**src/rtl/opb_simulink_pkg.sv**
```systemverilog
// Shared definitions for the simulink<->PPC OPB register blocks:
// register offsets, STATUS layout and the ack FSM encoding.
package opb_simulink_pkg;

    localparam logic [1:0] OFF_DATA   = 2'd0;
    localparam logic [1:0] OFF_STATUS = 2'd1;
    localparam logic [1:0] OFF_CTRL   = 2'd2;

    localparam int STAT_VALID = 31;
    localparam int STAT_OVF   = 30;
    localparam int STAT_FRZ   = 29;
    localparam int CNT_W      = 16;

    typedef enum logic [1:0] {
        ST_IDLE = 2'd0,
        ST_ACK  = 2'd1,
        ST_HOLD = 2'd2
    } ack_state_e;

    function automatic logic [31:0] status_word(
        input logic             valid,
        input logic             ovf,
        input logic             frz,
        input logic [CNT_W-1:0] cnt
    );
        logic [31:0] w;
        w             = '0;
        w[STAT_VALID] = valid;
        w[STAT_OVF]   = ovf;
        w[STAT_FRZ]   = frz;
        w[CNT_W-1:0]  = cnt;
        return w;
    endfunction

endpackage

```
**src/rtl/opb_slave_ack_fsm.sv**
```systemverilog
// OPB hit decode and single-ack FSM; latches direction and word
// offset of the accepted transfer for use during the ack cycle.
module opb_slave_ack_fsm
    import opb_simulink_pkg::*;
#(
    parameter logic [31:0] C_BASEADDR = 32'h01000900,
    parameter logic [31:0] C_HIGHADDR = 32'h010009FF
) (
    input  logic        clk,
    input  logic        rst_n,
    input  logic        select_i,
    input  logic [31:0] addr_i,
    input  logic        rnw_i,
    output logic        ack_o,
    output logic        load_o,
    output logic        rnw_o,
    output logic [1:0]  off_o
);

    ack_state_e state_q, state_d;
    logic       rnw_q, rnw_d;
    logic [1:0] off_q, off_d;
    logic       hit;

    assign hit = select_i
              && (addr_i >= C_BASEADDR)
              && (addr_i <= C_HIGHADDR);

    always_comb begin
        state_d = state_q;
        rnw_d   = rnw_q;
        off_d   = off_q;
        load_o  = 1'b0;
        unique case (state_q)
            ST_IDLE: begin
                if (hit) begin
                    state_d = ST_ACK;
                    rnw_d   = rnw_i;
                    off_d   = addr_i[3:2];
                    load_o  = 1'b1;
                end
            end
            ST_ACK:  state_d = ST_HOLD;
            // wait for the master to release select so one transfer gets one ack
            ST_HOLD: if (!select_i) state_d = ST_IDLE;
            default: state_d = ST_IDLE;
        endcase
    end

    always_ff @(posedge clk or negedge rst_n) begin
        if (!rst_n) begin
            state_q <= ST_IDLE;
            rnw_q   <= 1'b0;
            off_q   <= 2'd0;
        end else begin
            state_q <= state_d;
            rnw_q   <= rnw_d;
            off_q   <= off_d;
        end
    end

    assign ack_o = (state_q == ST_ACK);
    assign rnw_o = rnw_q;
    assign off_o = off_q;

endmodule

```
**src/rtl/opb_register_simulink2ppc_snap.sv**
```systemverilog
// OPB slave snapshot register: captures a fabric word on each strobe and
// exposes it with status (valid/overflow/count) and a freeze control.
module opb_register_simulink2ppc_snap
    import opb_simulink_pkg::*;
#(
    parameter logic [31:0] C_BASEADDR   = 32'h01000900,
    parameter logic [31:0] C_HIGHADDR   = 32'h010009FF,
    parameter int          C_OPB_AWIDTH = 32,
    parameter int          C_OPB_DWIDTH = 32,
    parameter              C_FAMILY     = "virtex5"
) (
    input  logic                    OPB_Clk,
    input  logic                    OPB_Rst,
    input  logic [0:C_OPB_AWIDTH-1] OPB_ABus,
    input  logic [0:3]              OPB_BE,
    input  logic [0:C_OPB_DWIDTH-1] OPB_DBus,
    input  logic                    OPB_RNW,
    input  logic                    OPB_select,
    input  logic                    OPB_seqAddr,
    output logic [0:C_OPB_DWIDTH-1] Sl_DBus,
    output logic                    Sl_xferAck,
    output logic                    Sl_errAck,
    output logic                    Sl_retry,
    output logic                    Sl_toutSup,
    input  logic [31:0]             user_data_in,
    input  logic                    user_data_valid
);

    localparam bit unused_family = (C_FAMILY != "");

    logic             ack, load, acc_rnw;
    logic [1:0]       acc_off;
    logic [31:0]      data_q, data_d;
    logic             valid_q, valid_d;
    logic             ovf_q, ovf_d;
    logic             frz_q, frz_d;
    logic [CNT_W-1:0] cnt_q, cnt_d;
    logic [31:0]      dbus_q, dbus_d;
    logic [31:0]      rd_word;
    logic             capture, rd_clr, ctrl_wr;
    logic             unused_ok;

    opb_slave_ack_fsm #(
        .C_BASEADDR (C_BASEADDR),
        .C_HIGHADDR (C_HIGHADDR)
    ) u_ack_fsm (
        .clk      (OPB_Clk),
        .rst_n    (OPB_Rst),
        .select_i (OPB_select),
        .addr_i   (OPB_ABus),
        .rnw_i    (OPB_RNW),
        .ack_o    (ack),
        .load_o   (load),
        .rnw_o    (acc_rnw),
        .off_o    (acc_off)
    );

    always_comb begin
        rd_word = '0;
        case (OPB_ABus[28:29])
            OFF_DATA:   rd_word = data_q;
            OFF_STATUS: rd_word = status_word(valid_q, ovf_q, frz_q, cnt_q);
            OFF_CTRL:   rd_word = {31'd0, frz_q};
            default:    rd_word = '0;
        endcase
    end

    assign capture = user_data_valid && !frz_q;
    assign rd_clr  = ack && acc_rnw && (acc_off == OFF_DATA);
    assign ctrl_wr = ack && !acc_rnw && (acc_off == OFF_CTRL);

    always_comb begin
        data_d  = data_q;
        valid_d = valid_q;
        ovf_d   = ovf_q;
        frz_d   = frz_q;
        cnt_d   = cnt_q;
        dbus_d  = (load && OPB_RNW) ? rd_word : 32'd0;
        if (rd_clr) valid_d = 1'b0;
        if (capture) begin
            data_d  = user_data_in;
            valid_d = 1'b1;
            // a word consumed by this same read is not an overflow
            if (valid_q && !rd_clr) ovf_d = 1'b1;
            if (cnt_q != {CNT_W{1'b1}}) cnt_d = cnt_q + 1'b1;
        end
        if (ctrl_wr) begin
            ovf_d = 1'b0;
            cnt_d = capture ? CNT_W'(1) : '0;
            if (OPB_BE[3]) frz_d = OPB_DBus[31];
        end
    end

    always_ff @(posedge OPB_Clk or negedge OPB_Rst) begin
        if (!OPB_Rst) begin
            data_q  <= '0;
            valid_q <= 1'b0;
            ovf_q   <= 1'b0;
            frz_q   <= 1'b0;
            cnt_q   <= '0;
            dbus_q  <= '0;
        end else begin
            data_q  <= data_d;
            valid_q <= valid_d;
            ovf_q   <= ovf_d;
            frz_q   <= frz_d;
            cnt_q   <= cnt_d;
            dbus_q  <= dbus_d;
        end
    end

    assign Sl_DBus    = dbus_q;
    assign Sl_xferAck = ack;
    assign Sl_errAck  = 1'b0;
    assign Sl_retry   = 1'b0;
    assign Sl_toutSup = 1'b0;

    assign unused_ok = ^{OPB_seqAddr, OPB_BE[0:2], OPB_DBus[0:30]};

endmodule

```
**config.mk**
```make
export PLATFORM = sky130hd
export DESIGN_NAME = opb_register_simulink2ppc_snap
export DESIGN_NICKNAME = d
export VERILOG_FILES = /design/src/rtl/opb_simulink_pkg.sv /design/src/rtl/opb_slave_ack_fsm.sv /design/src/rtl/opb_register_simulink2ppc_snap.sv
export SDC_FILE = /design/constraint.sdc
export NUM_CORES = 1
export LEC_CHECK = 0
export ABC_CLOCK_PERIOD_IN_PS = 1910
export CELL_PAD_IN_SITES_DETAIL_PLACEMENT = 0
export CELL_PAD_IN_SITES_GLOBAL_PLACEMENT = 1
export CORE_MARGIN = 2
export CORE_UTILIZATION = 29
export DETAILED_ROUTE_END_ITERATION = 10
export GPL_ROUTABILITY_DRIVEN = 0
export PLACE_DENSITY_LB_ADDON = 0.1
export SLEW_MARGIN = 20
export SYNTH_ARGS = -nofsm -noshare
export SYNTH_HDL_FRONTEND = slang
export SYNTH_SLANG_ARGS = --single-unit
```
**constraint.sdc**
```tcl
create_clock -name OPB_Clk -period 1.91 [get_ports OPB_Clk]
set_input_delay 0.382 -clock OPB_Clk [delete_from_list [all_inputs] [get_ports OPB_Clk]]
set_output_delay 0.382 -clock OPB_Clk [all_outputs]
set_load 0.02 [all_outputs]
```
**Yosys cells after proc, flatten, opt, wreduce, memory -nomap -nowiden**

Cells that the tools add are included.
W data, S select, Z words.

- Add/subtract/negate cells: 1
- Order comparisons: 2
- Equal/unequal tests: 8
- Mux-type cells: 16
- Reduce and logical (&&, ||, !) cells: 24

Operators with widths:

| operator | number |
|---|---|
| $pmux W32 S3 | 1 |
| $mux W16 | 3 |
| $ge A32 B25 Y1 const B | 1 |
| $le A32 B25 Y1 const B | 1 |
| $mux W32 | 1 |
| $add A16 B1 Y16 const B | 1 |
| $ne A16 B16 Y1 const B | 1 |
| $reduce_and A2 Y1 | 5 |
| $logic_and A1 B1 Y1 | 9 |
| $mux W1 | 8 |
| $reduce_bool A2 Y1 | 4 |
| $eq A2 B2 Y1 const B | 3 |
| $logic_not A2 Y1 | 3 |
| $pmux W2 S3 | 1 |
| $eq A2 B1 Y1 const B | 2 |
| $mux W2 | 2 |
| $logic_not A1 Y1 | 3 |
| $ne A2 B1 Y1 const B | 1 |
| $ne A2 B2 Y1 const B | 1 |

- Register bits after elaboration: 88
- Word-level logic and storage cells: 60

**Logic depth before layout (Yosys ltp)**

- Depth after elaboration: 8
- Gate-level depth with buffers: 6
- Gate-level depth less buffers: 5

**Cells and area by module**

A second synthesis with hierarchy kept.

- Cells, all modules: 356
- Area, all modules: 3721.1 µm²

By module, submodules not included:

| module | times used | cells an instance | area an instance (µm²) | sequential area each (µm²) |
|---|---|---|---|---|
| opb_register_simulink2ppc_snap | 1 | 334 | 3465.8 | 2077.0 |
| opb_slave_ack_fsm | 1 | 22 | 255.2 | 125.1 |

**Least setup slack after synthesis**

Ideal clock, no wire load.

- Path type: register -> register
- Start point: reg frz_q
- End point: reg cnt_q[11]
- Library setup time: 0.066 ns
- Arrival: 1.711 ns
- Path slack: 0.133 ns
- Cell stages (with the launch flop): 6
- Buffers on the path: 1
- Clock period less this slack: 1.777 ns
- Cells stage by stage: dfrtp_1 -> nand2b_1 -> buf_2 -> or4_4 -> or4_1 -> nand2_1

- Longest elaborated chain between the ends: 4

RTL lines:

| element | RTL line | source |
|---|---|---|
| start: declaration | opb_register_simulink2ppc_snap.sv:36 | `logic frz_q, frz_d;` |
| start signal: assignment | opb_register_simulink2ppc_snap.sv:106 | `frz_q <= frz_d;` |
| $logic_not A1 Y1 | opb_register_simulink2ppc_snap.sv:68 | `assign capture = user_data_valid && !frz_q;` |
| $logic_and A1 B1 Y1 | opb_register_simulink2ppc_snap.sv:68 |  |
| $reduce_bool A2 Y1 (no source line) | - |  |
| $reduce_and A2 Y1 (no source line) | - |  |
| end signal: assignment | opb_register_simulink2ppc_snap.sv:107 | `cnt_q <= cnt_d;` |
| end: declaration | opb_register_simulink2ppc_snap.sv:37 | `logic [CNT_W-1:0] cnt_q, cnt_d;` |

Every way passes these cells.
A chain may end at the register's enable or synchronous reset.

**Final worst setup path**

- Start point: reg cnt_q[0]
- End point: reg cnt_q[5]

- Longest elaborated chain between the ends: 4
- Elaborated cells on any way between the ends: 7

RTL lines:

| element | RTL line | source |
|---|---|---|
| $add A16 B1 Y16 | opb_register_simulink2ppc_snap.sv:85 | `if (cnt_q != {CNT_W{1'b1}}) cnt_d = cnt_q + 1'b1;` |
| $mux W16 | opb_register_simulink2ppc_snap.sv:85 |  |
| $mux W16 | opb_register_simulink2ppc_snap.sv:80 | `if (capture) begin` |
| $mux W16 | opb_register_simulink2ppc_snap.sv:87 | `if (ctrl_wr) begin` |

Parallel ways exist; a longest one is shown, timed or not. The select of a mux whose other input is x is not followed.

==> flow_metrics.env <==
export IMPL_fmax_mhz=573
export IMPL_routedWlPerCell_um=13.7
export IMPL_hold_path_class="primary input to async pin"
export IMPL_portBuffers=97
export IMPL_die_h_um=117
export IMPL_synth_edf_count=0
export IMPL_rows=41
export IMPL_cts_buffers=9
export IMPL_diodes=0
export IMPL_holdWs_ns=0.415
export IMPL_htreeDepth=3
export IMPL_area_growth_pct=46.5
export IMPL_start_kind="flop"
export IMPL_final_layout_size_suffix_gt1_frac=0.114
export IMPL_yosysSeqAreaShare=0.592
export IMPL_hpwl_um=6490
export IMPL_reg2reg_depth=6
export IMPL_ios=142
export IMPL_final_setup_viol_count=0
export IMPL_p_leak_nw=2.52
export IMPL_worst_slack_ns=0.164
export IMPL_crit_path_end="cnt_q[5]"
export IMPL_insertion_delay_ns=0.34
export IMPL_status="finished, final reports clean"
export IMPL_period_needed_ns=1.75
export IMPL_rrSetupSlack_ns=0.16
export IMPL_worst_ep_required_time_ns=2.17
export IMPL_overflow=0
export IMPL_synth_seq_cells=88
export IMPL_cts_tree="built"
export IMPL_max_vdd_ir_drop_uv=360
export IMPL_first_iter_violations=93
export IMPL_async_reset_ff_frac=1.00
export IMPL_vias_per_cell=4.48
export IMPL_via_count=2972
export IMPL_cts_num_sinks=88
export IMPL_maxCapViolations=0
export IMPL_drc=0
export IMPL_yosys_warnings=0
export IMPL_period_share=0.914
export IMPL_path_class="flop to flop"
export IMPL_rsz0062_at_grt="no"
export IMPL_cts_path_max_buffers=2
export IMPL_r2r_start="cnt_q[0]"
export IMPL_grt_usage=0.141
export IMPL_synthFlopType="dfrtp_1"
export IMPL_antenna_left=0
export IMPL_final_cell_mix="107 x nand2_1, 94 x clkdlybuf4s50_1, 88 x dfrtp_1"
export IMPL_fin_skew_ns=0.00611
export IMPL_firstDrtPassIters=4
export IMPL_fp_dieW_um=117
export IMPL_synthCells=368
export IMPL_arrival_ns=2.01
export IMPL_start_util=0.296
export IMPL_cp_max_fo=12
export IMPL_maxSlewViolCount=0
export IMPL_r2r_end="cnt_q[5]"
export IMPL_grt_max_degree=49
export IMPL_grt_pass1_wl_um=14700
export IMPL_dieArea_um2=13700
export IMPL_mostFrequentLayoutCell="nand2_1"
export IMPL_finalHoldViolations=0
export IMPL_synth_distinct_cells=43
export IMPL_syn_cell_area_um2=3720
export IMPL_crit_start="cnt_q[0]"
export IMPL_antenna_found_initial=0
export IMPL_dp_slack_ns=-0.289
export IMPL_cts_root_buf="clkbuf_16"
export IMPL_layout_nets=594
export IMPL_avgSynthCellArea_um2=10.1
export IMPL_core_um2=12600
export IMPL_cts_clk_slew_worst_paths_ns=0.06
export IMPL_powerDensity_nw_per_um2=840
export IMPL_drt_total_wl_um=9100
export IMPL_grt_pass1_vias=2962
export IMPL_fillers=1259
export IMPL_cp_end_kind="flop"
-- timing repair --
item | CTS | global route
gates resized for setup | 1 | 4
cloned | 0 | 0
endpoints found under the setup margin | 1 | 3
hold buffers | 1 | 0
endpoints found under the hold margin | 7 | 0
buffers inserted | 0 | 0
-- report_power, final --
| part | switching, mW | total [mW] | internal (mW) |
|---|---|---|---|
| combinational | 0.276 | 0.586 | 0.310 |
| clock | 0.719 | 1.90 | 1.18 |
| sequential | 0.104 | 2.09 | 1.99 |
| total | 1.10 | 4.58 | 3.48 |
-- layer usage --
| metal | GRT usage | share of wire | vias to the layer above |
|---|---|---|---|
| li1 | - | - | 1484 |
| met4 | 0.0612 | 0.015 | 0 |
| met2 | 0.219 | 0.45 | 75 |
| met1 | 0.196 | 0.49 | 1403 |
| met5 | 0 | 0 | - |
| met3 | 0.0201 | 0.046 | 10 |
-- cells in the mapped netlist (2+ instances only) --
cell / instances / share of area
and4_1: 3 / 0.0071
nor3_1: 2 / 0.0027
nor2b_1: 3 / 0.0050
o21ai_0: 5 / 0.0067
a31oi_1: 2 / 0.0034
nand4_1: 4 / 0.0067
o311ai_0: 2 / 0.0047
clkbuf_1: 14 / 0.014
o31ai_1: 5 / 0.010
nand4b_1: 2 / 0.0047
nand2_1: 107 / 0.11
nor4b_1: 3 / 0.0071
o211ai_1: 2 / 0.0040
inv_1: 4 / 0.0040
nor2_1: 27 / 0.027
nor4_1: 7 / 0.012
a21oi_1: 9 / 0.012
buf_1: 3 / 0.0030
nand3b_1: 3 / 0.0061
and3_1: 2 / 0.0034
nand3_1: 6 / 0.0081
mux2i_1: 20 / 0.054
mux2_2: 4 / 0.012
or3_1: 2 / 0.0034
buf_4: 3 / 0.0061
or4_1: 5 / 0.010
nand2b_1: 2 / 0.0034
dfrtp_1: 88 / 0.59
and2_1: 15 / 0.025
-- cells by family (layout without fill, tap and decap cells) --
family	Yosys count	in the layout	synth area share
AO/OA/AOI/OAI	30	30	0.0521
adder cells (fa/ha/maj)	1	1	0.00336
buffers and inverters	25	147	0.0286
flip-flops	88	88	0.592
multiplexers	24	24	0.0659
other	1	3	0.00101
AND/OR/NAND/NOR	199	199	0.257
-- worst min-delay path by stage --
stage / start / end / slack (ns) / cells past startpoint
final: OPB_Rst / Sl_DBus[5] / 0.42 / 2
after global routing: OPB_Rst / Sl_DBus[5] / 0.43 / 2
after CTS: OPB_Rst / Sl_DBus[5] / 0.40 / 2
after detailed placement: OPB_Rst / Sl_DBus[4] / 0.22 / 1
after global placement: OPB_Rst / Sl_DBus[3] / 0.22 / 1
after floorplan: OPB_Rst / Sl_DBus[0] / 0.09 / 0
-- layout make-up --
cell class | count | area, um2 | area share
tap | 172 | 215 | 0.0395
clock buffer | 11 | 243 | 0.0445
clock inverter | 5 | 80.1 | 0.0147
sequential | 88 | 2200 | 0.404
inverter | 4 | 15.0 | 0.00275
multi-input combinational | 257 | 1440 | 0.263
timing repair buffer | 127 | 1260 | 0.231
-- state kept, by name (all words and copies together), names as in the netlist --
signal,cells
Sl_DBus,32
u_ack_fsm.state_q,2
cnt_q,16
data_q,32
ovf_q,1
u_ack_fsm.off_o,2
valid_q,1
u_ack_fsm.rnw_o,1
frz_q,1
-- worst max-delay path, stage by stage, from the launching register on --
cell and delay [ns]:
dfrtp_1 0.43, ha_1 0.27, nand3_1 0.13, nor4_1 0.05, buf_4 0.18, or4_1 0.46
a21oi_1 0.15
-- stage by stage --
step	setup TNS, ns	power (mW)	utilization	std cells	instance area, um2
floorplan	0	2.38	-	370	3730
global placement	-4.12	2.71	0.406	647	5100
detailed placement	-3.50	2.72	0.406	647	5100
CTS	0	4.65	0.432	664	5430
global route	0	4.80	0.434	664	5450
finish	0	4.58	0.434	664	5450
Power figures use the tool's default switching activity.
